==> config.mk <==
export PLATFORM = sky130hd
export DESIGN_NAME = encap_pio_master_flat
export DESIGN_NICKNAME = d
export VERILOG_FILES = /design/src/rtl/encap_pio_master_pkg.sv /design/src/rtl/encap_pio_master_if.sv /design/src/rtl/encap_pio_master_tmo_cnt.sv /design/src/rtl/encap_pio_master.sv /design/src/flat_wrapper.sv
export SDC_FILE = /design/constraint.sdc
export NUM_CORES = 1
export LEC_CHECK = 0
export BUFFER_PORTS_ARGS = -buffer_cell sky130_fd_sc_hd__buf_2
export CORE_ASPECT_RATIO = 0.5
export CORE_MARGIN = 1
export CORE_UTILIZATION = 50
export DETAILED_ROUTE_END_ITERATION = 7
export GPL_ROUTABILITY_DRIVEN = 1
export PLACE_DENSITY = 0.82
export SKIP_LAST_GASP = 1
export SYNTH_ARGS = -nofsm -noshare
export SYNTH_HDL_FRONTEND = slang
export SYNTH_SLANG_ARGS = --single-unit
==> constraint.sdc <==
create_clock -name clk -period 4 [get_ports clk]
set_input_delay 0.8 -clock clk [delete_from_list [all_inputs] [get_ports clk]]
set_output_delay 0.8 -clock clk [all_outputs]
set_load 0.03 [all_outputs]
==> src/rtl/encap_pio_master_pkg.sv <==
// encap_pio_master_pkg
//   Shared constants and types for the encap PIO bus initiator.
//   PIO_NBITS     : width of PIO address / data buses
//   PIO_TMO_NBITS : width of the saturating timeout counter
//   pio_mst_state_t : 2-bit FSM encoding (IDLE, ISSUE, WAIT, DRAIN)
package encap_pio_master_pkg;

  localparam int PIO_NBITS     = 32;
  localparam int PIO_TMO_NBITS = 10;

  typedef enum logic [1:0] {
    PIO_MST_IDLE  = 2'd0,
    PIO_MST_ISSUE = 2'd1,
    PIO_MST_WAIT  = 2'd2,
    PIO_MST_DRAIN = 2'd3
  } pio_mst_state_t;

endpackage

==> src/rtl/encap_pio_master_if.sv <==
// encap_pio_master_if
//   Bundles the host command/response port and the PIO bus of the encap
//   PIO initiator.
//   master modport : the initiator (drives cmd_ready, rsp_*, reg_*)
//   slave modport  : host + responder side (drives cmd_*, pio_*)
interface encap_pio_master_if;
  import encap_pio_master_pkg::*;

  // host command / response
  logic                 cmd_valid;
  logic                 cmd_ready;
  logic                 cmd_wr;
  logic [PIO_NBITS-1:0] cmd_addr;
  logic [PIO_NBITS-1:0] cmd_wdata;
  logic                 rsp_valid;
  logic                 rsp_err;
  logic [PIO_NBITS-1:0] rsp_rdata;

  // PIO bus
  logic                 reg_bs;
  logic                 reg_wr;
  logic                 reg_rd;
  logic [PIO_NBITS-1:0] reg_addr;
  logic [PIO_NBITS-1:0] reg_din;
  logic                 pio_ack;
  logic                 pio_rvalid;
  logic [PIO_NBITS-1:0] pio_rdata;

  modport master (
    input  cmd_valid, cmd_wr, cmd_addr, cmd_wdata,
    input  pio_ack, pio_rvalid, pio_rdata,
    output cmd_ready, rsp_valid, rsp_err, rsp_rdata,
    output reg_bs, reg_wr, reg_rd, reg_addr, reg_din
  );

  modport slave (
    output cmd_valid, cmd_wr, cmd_addr, cmd_wdata,
    output pio_ack, pio_rvalid, pio_rdata,
    input  cmd_ready, rsp_valid, rsp_err, rsp_rdata,
    input  reg_bs, reg_wr, reg_rd, reg_addr, reg_din
  );

endinterface

==> src/rtl/encap_pio_master_tmo_cnt.sv <==
// pio_tmo_cnt
//   clk_div-enabled saturating timeout counter.
//   clk  : core clock
//   rstn : asynchronous active-low reset
//   clr  : synchronous clear (wins over en)
//   en   : count enable, one clk_div pulse
//   hit  : high when the count has reached TIMEOUT, including the cycle
//          whose enable pulse is the TIMEOUT-th one
module pio_tmo_cnt
  import encap_pio_master_pkg::*;
#(
  parameter int TIMEOUT = 255
) (
  input  logic clk,
  input  logic rstn,
  input  logic clr,
  input  logic en,
  output logic hit
);

  localparam logic [PIO_TMO_NBITS-1:0] TMO     = PIO_TMO_NBITS'(TIMEOUT);
  localparam logic [PIO_TMO_NBITS-1:0] TMO_M1  = PIO_TMO_NBITS'(TIMEOUT - 1);
  localparam logic [PIO_TMO_NBITS-1:0] CNT_MAX = '1;

  logic [PIO_TMO_NBITS-1:0] cnt_q;

  always_ff @(posedge clk or negedge rstn) begin
    if (!rstn) begin
      cnt_q <= '0;
    end else if (clr) begin
      cnt_q <= '0;
    end else if (en && (cnt_q != CNT_MAX)) begin
      cnt_q <= cnt_q + PIO_TMO_NBITS'(1);
    end
  end

  // Look-ahead term lets the FSM complete on the same edge that counts the
  // TIMEOUT-th pulse, so the error response appears one cycle after it.
  assign hit = (cnt_q >= TMO) || (en && (cnt_q == TMO_M1));

endmodule

==> src/rtl/encap_pio_master.sv <==
// encap_pio_master
//   PIO bus initiator: takes one read/write command at a time from the host
//   port, drives the PIO bus, waits for ack / read-valid or a timeout and
//   returns one response per command. The bus is drained (responder inputs
//   both low) before the next command is accepted.
//   Ports:
//     clk     : core clock
//     rstn    : asynchronous active-low reset
//     clk_div : one-clk enable pulse marking the PIO slow-clock edge
//     bus     : command/response + PIO bus (master modport)
//   Parameter TIMEOUT: clk_div ticks in WAIT before an error response
//   (legal 1..1023).
module encap_pio_master
  import encap_pio_master_pkg::*;
#(
  parameter int TIMEOUT = 255
) (
  input  logic                clk,
  input  logic                rstn,
  input  logic                clk_div,
  encap_pio_master_if.master  bus
);

  pio_mst_state_t       state_q, state_nxt;
  logic                 wr_q, wr_nxt;
  logic                 bs_q, bs_nxt;
  logic                 wr_stb_q, wr_stb_nxt;
  logic                 rd_stb_q, rd_stb_nxt;
  logic [PIO_NBITS-1:0] addr_q, addr_nxt;
  logic [PIO_NBITS-1:0] din_q, din_nxt;
  logic                 rsp_valid_q, rsp_valid_nxt;
  logic                 rsp_err_q, rsp_err_nxt;
  logic [PIO_NBITS-1:0] rsp_rdata_q, rsp_rdata_nxt;

  logic cnt_clr;
  logic cnt_en;
  logic tmo_hit;
  logic done;

  assign cnt_clr = (state_q == PIO_MST_IDLE) && bus.cmd_valid;
  assign cnt_en  = (state_q == PIO_MST_WAIT) && clk_div;
  // Each direction listens only to its own completion input.
  assign done    = wr_q ? bus.pio_ack : bus.pio_rvalid;

  pio_tmo_cnt #(
    .TIMEOUT (TIMEOUT)
  ) u_tmo_cnt (
    .clk  (clk),
    .rstn (rstn),
    .clr  (cnt_clr),
    .en   (cnt_en),
    .hit  (tmo_hit)
  );

  always_comb begin
    state_nxt     = state_q;
    wr_nxt        = wr_q;
    bs_nxt        = bs_q;
    wr_stb_nxt    = 1'b0;
    rd_stb_nxt    = 1'b0;
    addr_nxt      = addr_q;
    din_nxt       = din_q;
    rsp_valid_nxt = 1'b0;
    rsp_err_nxt   = 1'b0;
    rsp_rdata_nxt = '0;

    case (state_q)
      PIO_MST_IDLE: begin
        if (bus.cmd_valid) begin
          wr_nxt     = bus.cmd_wr;
          addr_nxt   = bus.cmd_addr;
          din_nxt    = bus.cmd_wdata;
          bs_nxt     = 1'b1;
          wr_stb_nxt = bus.cmd_wr;
          rd_stb_nxt = ~bus.cmd_wr;
          state_nxt  = PIO_MST_ISSUE;
        end
      end
      PIO_MST_ISSUE: begin
        state_nxt = PIO_MST_WAIT;
      end
      PIO_MST_WAIT: begin
        // A real completion beats a coincident timeout.
        if (done || tmo_hit) begin
          bs_nxt        = 1'b0;
          rsp_valid_nxt = 1'b1;
          rsp_err_nxt   = ~done;
          rsp_rdata_nxt = (done && !wr_q) ? bus.pio_rdata : '0;
          state_nxt     = PIO_MST_DRAIN;
        end
      end
      PIO_MST_DRAIN: begin
        // Holding here keeps a lingering ack/rvalid from completing the
        // next command.
        if (!bus.pio_ack && !bus.pio_rvalid) begin
          state_nxt = PIO_MST_IDLE;
        end
      end
      default: begin
        state_nxt = PIO_MST_IDLE;
      end
    endcase
  end

  always_ff @(posedge clk or negedge rstn) begin
    if (!rstn) begin
      state_q     <= PIO_MST_IDLE;
      wr_q        <= 1'b0;
      bs_q        <= 1'b0;
      wr_stb_q    <= 1'b0;
      rd_stb_q    <= 1'b0;
      addr_q      <= '0;
      din_q       <= '0;
      rsp_valid_q <= 1'b0;
      rsp_err_q   <= 1'b0;
      rsp_rdata_q <= '0;
    end else begin
      state_q     <= state_nxt;
      wr_q        <= wr_nxt;
      bs_q        <= bs_nxt;
      wr_stb_q    <= wr_stb_nxt;
      rd_stb_q    <= rd_stb_nxt;
      addr_q      <= addr_nxt;
      din_q       <= din_nxt;
      rsp_valid_q <= rsp_valid_nxt;
      rsp_err_q   <= rsp_err_nxt;
      rsp_rdata_q <= rsp_rdata_nxt;
    end
  end

  assign bus.cmd_ready = (state_q == PIO_MST_IDLE);
  assign bus.reg_bs    = bs_q;
  assign bus.reg_wr    = wr_stb_q;
  assign bus.reg_rd    = rd_stb_q;
  assign bus.reg_addr  = addr_q;
  assign bus.reg_din   = din_q;
  assign bus.rsp_valid = rsp_valid_q;
  assign bus.rsp_err   = rsp_err_q;
  assign bus.rsp_rdata = rsp_rdata_q;

endmodule
==> src/flat_wrapper.sv <==
// flat-port wrapper written by rule: the top's interface ports become plain ports
module encap_pio_master_flat import encap_pio_master_pkg::*;
#(
  parameter int TIMEOUT = 255
)
  (clk, rstn, clk_div, bus_cmd_valid, bus_cmd_wr, bus_cmd_addr, bus_cmd_wdata, bus_pio_ack, bus_pio_rvalid, bus_pio_rdata, bus_cmd_ready, bus_rsp_valid, bus_rsp_err, bus_rsp_rdata, bus_reg_bs, bus_reg_wr, bus_reg_rd, bus_reg_addr, bus_reg_din);
  encap_pio_master_if bus_i ();
  input  logic clk;
  input  logic rstn;
  input  logic clk_div;
  input wire logic [$bits(bus_i.cmd_valid)-1:0] bus_cmd_valid;
  input wire logic [$bits(bus_i.cmd_wr)-1:0] bus_cmd_wr;
  input wire logic [$bits(bus_i.cmd_addr)-1:0] bus_cmd_addr;
  input wire logic [$bits(bus_i.cmd_wdata)-1:0] bus_cmd_wdata;
  input wire logic [$bits(bus_i.pio_ack)-1:0] bus_pio_ack;
  input wire logic [$bits(bus_i.pio_rvalid)-1:0] bus_pio_rvalid;
  input wire logic [$bits(bus_i.pio_rdata)-1:0] bus_pio_rdata;
  output wire logic [$bits(bus_i.cmd_ready)-1:0] bus_cmd_ready;
  output wire logic [$bits(bus_i.rsp_valid)-1:0] bus_rsp_valid;
  output wire logic [$bits(bus_i.rsp_err)-1:0] bus_rsp_err;
  output wire logic [$bits(bus_i.rsp_rdata)-1:0] bus_rsp_rdata;
  output wire logic [$bits(bus_i.reg_bs)-1:0] bus_reg_bs;
  output wire logic [$bits(bus_i.reg_wr)-1:0] bus_reg_wr;
  output wire logic [$bits(bus_i.reg_rd)-1:0] bus_reg_rd;
  output wire logic [$bits(bus_i.reg_addr)-1:0] bus_reg_addr;
  output wire logic [$bits(bus_i.reg_din)-1:0] bus_reg_din;
  assign bus_i.cmd_valid = bus_cmd_valid;
  assign bus_i.cmd_wr = bus_cmd_wr;
  assign bus_i.cmd_addr = bus_cmd_addr;
  assign bus_i.cmd_wdata = bus_cmd_wdata;
  assign bus_i.pio_ack = bus_pio_ack;
  assign bus_i.pio_rvalid = bus_pio_rvalid;
  assign bus_i.pio_rdata = bus_pio_rdata;
  assign bus_cmd_ready = bus_i.cmd_ready;
  assign bus_rsp_valid = bus_i.rsp_valid;
  assign bus_rsp_err = bus_i.rsp_err;
  assign bus_rsp_rdata = bus_i.rsp_rdata;
  assign bus_reg_bs = bus_i.reg_bs;
  assign bus_reg_wr = bus_i.reg_wr;
  assign bus_reg_rd = bus_i.reg_rd;
  assign bus_reg_addr = bus_i.reg_addr;
  assign bus_reg_din = bus_i.reg_din;
  encap_pio_master #(.TIMEOUT(TIMEOUT)) u_core (.clk(clk), .rstn(rstn), .clk_div(clk_div), .bus(bus_i));
endmodule
==> impl_metrics.csv <==
group,metric,value,unit
status,status,"completed",
drt,drc_errors,0,
placement,place_ws,1.68,ns
setup_path,r2r_slack,1.80,ns
pwr,p_seq_share,34.4,%
setup_path,crit_fanout,45,
setup_path,max_stage_delay,0.72,ns
sta,max-slew-margin-rel,45.6,%
logic_synthesis,yosysWarnings,0,
logic_synthesis,syn_avg_cell_area,9.95,sq um
drt,via_count,3686,
setup_path,cp.depth,6,
global_route,antenna_found_initial,0,
clock_network,root_buffer,"clkbuf_16",
clock_network,worstSkewPairLatency,0.40,ns
placement,dp_cells,738,
clock_network,holdBufCountCts,0,
setup_path,start_kind,"flip-flop",
drt,routedWlPerCell,13.4,microns
global_route,grt_max_degree,61,
clock_network,cts_resized,0,
logic_synthesis,mappedNetlistArea,4350,sq um
sta,fin_skew,0.00686,ns
sta,report.final.slew_viol_count,0,
pwr,cellLeakagePower,3.53,nW
pwr,power_per_cell_area,829,nW/um^2
logic_synthesis,syn-num-nets,546,
drt,wl,10300,microns
pwr,comb_power_share,36.7,%
logic_synthesis,synth_edf_count,0,
logic_synthesis,synthFlopType,"dfrtp_1",
floorplan,fp.dieH,68.0,microns
run,cap_viol_max_count,0,
drt,dr.first_iter.drc_count,205,
logic_synthesis,yosysSeqAreaShare,65.6,%
setup_path,rr_worst_depth,6,
setup_path,worst_ep_required_time,4.33,ns
floorplan,die-width,134,microns
setup_path,crit_chain,"inv_1, ha_1, and2_2, buf_4, nand2_1, nand2_1",
logic_synthesis,syn_inst,437,
hold_path,worstHoldPathType,"input pin to asynchronous set/reset pin",
sta,rsz0062_at_grt,"false",
sta,holdWs,0.461,ns
sta,layout_worst_path_cycle_share,55.1,%
pwr,vdd_drop_max,0.405,mV
setup_path,critical_path.top_delay_family,"simple AND/OR/NAND/NOR gates",
finish,num-fill-cells,582,
pwr,internal_power,3.03,mW
setup_path,cp-startpoint,"u_core.state_q[0]",
placement,gp_congestion,0.764,
clock_network,cts_buffers,17,
setup_path,worst-path-buf-inv,2,
pwr,pwr-share-clk,28.9,%
global_route,grt_pass1_wl,16300,microns
sta,hold_viol_final,0,
placement,hpwlAfterDp,7100,microns
logic_synthesis,async_flop_share,100,%
sta,setup_viol,0,
logic_synthesis,synth_cell_types,31,
logic_synthesis,ys_top_cells_by_area,"dfrtp_1 (66%), nand2_1 (17%), and2_1 (4.7%)",
clock_network,clkTransAtPathRegs,0.05,ns
logic_synthesis,netlist.area_leader.share,65.6,%
logic_synthesis,synth_top_area_cell,"dfrtp_1",
sta,tightest_slew,0.816,ns
pwr,switching_share,39.6,%
finish,nNetsFinal,754,
floorplan,dieArea,9100,sq um
global_route,grt_pass1_vias,3498,
pwr,switchingPower,1.99,mW
floorplan,rows,23,
clock_network,cts_tree,"done",
finish,syn2layout_area_growth,39.2,%
drt,firstDrtPassIters,4,
floorplan,core_area,8200,sq um
drt,ant_nets,0,
placement,port_buffers,204,
sta,period_needed,2.20,ns
setup_path,crit_arrival,2.54,ns
sta,fmax,454,MHz
setup_path,critical_path_class,"flip-flop to flip-flop",
sta,fin_ws,1.80,ns
setup_path,endpoint_kind,"flip-flop",
clock_network,htreeDepth,4,
setup_path,cp_common_cell,"nand2_1",
setup_path,r2r_start,"u_core.state_q[0]",
finish,antenna_cells,0,
floorplan,floorplan.initialDensity,53.0,%
global_route,grt_use_total,23.7,%
clock_network,clk_path_buf_depth,2,
setup_path,slowest_stage,"and2_2",
global_route,grt_overflow,0,
clock_network,cts_setup_buffers,0,
drt,via_per_inst,4.80,
logic_synthesis,synth-seq-cells,114,
finish,final_layout_size_suffix_gt1_share,36.9,%
finish,layoutNonFillerInstCount,768,
floorplan,io_pins,205,
finish,utilization,73.8,%
setup_path,critPathCapture,"u_core.bus.reg_din[10]",
setup_path,r2r-end,"u_core.bus.reg_din[10]",
clock_network,cts_sinks,114,
sta,setup_tns,0,ns
==> cell usage after synthesis (2+ instances only) <==
library cell  number
nand2_1          199
nor2_1             8
nand4_1            2
xnor2_1            3
inv_1              6
a31oi_1            4
o31ai_1            3
clkbuf_1          18
and2_1            33
or4_1              2
dfrtp_1          114
and3_1             3
o21ai_0            5
a21oi_1            6
nand3_1            7
or3_1              3
ha_1               6
nor3_1             2
==> kinds of logic (layout without fill, tap and decap cells) <==
group	Yosys count	after routing	share of synthesized area [%]
AND/OR/NAND/NOR	263	263	25.8
flip-flops	114	114	65.6
buffers and inverters	26	245	2.45
AO/OA/AOI/OAI	23	23	3.31
adder cells (fa/ha/maj)	6	6	1.73
XOR/XNOR	3	3	0.604
multiplexers	2	2	0.489
==> power by group through the flow <==
stage               combinational, mW  clock [mW]  sequential, mW
finish                           1.84        1.45            1.73
global route                     2.02        1.53            1.77
CTS                              1.86        1.48            1.72
detailed placement               1.85           0            1.73
global placement                 1.81           0            1.72
floorplan                       0.565           0            2.43
==> routing by layer <==
metal,up-vias,wire (microns),track usage [%]
met3,11,791,8.30
met4,0,151,10.8
met5,-,0,0
met1,1755,4120,27.3
met2,132,5200,41.0
li1,1788,-,-
==> stage by stage <==
| step | total power, mW | instance area (sq um) |
|---|---|---|
| floorplan | 3.00 | 4350 |
| CTS | 5.06 | 6050 |
| global placement | 3.53 | 5470 |
| finish | 5.02 | 6050 |
| detailed placement | 3.59 | 5470 |
| global route | 5.32 | 6050 |
==> cell usage in the layout (no fill, tap or decap), types with 2 or more instances in the layout <==
cell type,synthesis,layout
o31ai_1,3,3
inv_1,6,6
a31oi_1,4,4
clkbuf_8,0,8
o21ai_0,5,5
nand2_1,199,198
dfrtp_1,114,114
ha_1,6,6
or3_1,3,3
clkinv_2,0,3
a21oi_1,6,6
clkbuf_16,0,17
and2_1,33,33
nor2_1,8,8
buf_2,1,203
or4_1,2,2
xnor2_1,3,3
nand3_1,7,7
nand4_1,2,2
buf_4,0,6
and3_1,3,3
nor3_1,2,2
==> worst min-delay path by stage <==
| stage | startpoint | to | cells past startpoint |
|---|---|---|---|
| 5_1_grt | u_core.bus.reg_din[4] | u_core.bus.reg_din[4] | 2 |
| 3_3_place_gp | u_core.bus.reg_addr[3] | u_core.bus.reg_addr[3] | 2 |
| 6_report | rstn | u_core.bus.rsp_rdata[5] | 1 |
| 3_5_place_dp | u_core.bus.reg_addr[9] | u_core.bus.reg_addr[9] | 2 |
| 4_1_cts | u_core.bus.reg_addr[9] | u_core.bus.reg_addr[9] | 2 |
| 2_1_floorplan | u_core.wr_q | u_core.wr_q | 1 |
==> registers in the layout, indices dropped and copies added (netlist names) <==
name	cells
u_core.bus.rsp_err	1
u_core.bus.reg_din	32
u_core.bus.reg_addr	32
u_core.bus.reg_rd	1
u_core.bus.reg_bs	1
u_core.u_tmo_cnt.cnt_q	10
u_core.bus.reg_wr	1
u_core.bus.rsp_rdata	32
u_core.state_q	2
u_core.wr_q	1
u_core.bus.rsp_valid	1
==> final cells by class <==
cell class	instances	area (sq um)	share of cell area, %
flip-flops and latches	114	2850	47.1
multi-input cells	297	1390	23.0
repair buffers	209	1060	17.5
clock buffers	26	539	8.91
well taps	112	140	2.31
clock inverters	4	45.0	0.744
inverters	6	22.5	0.372
(Power assumes the default switching activity.)
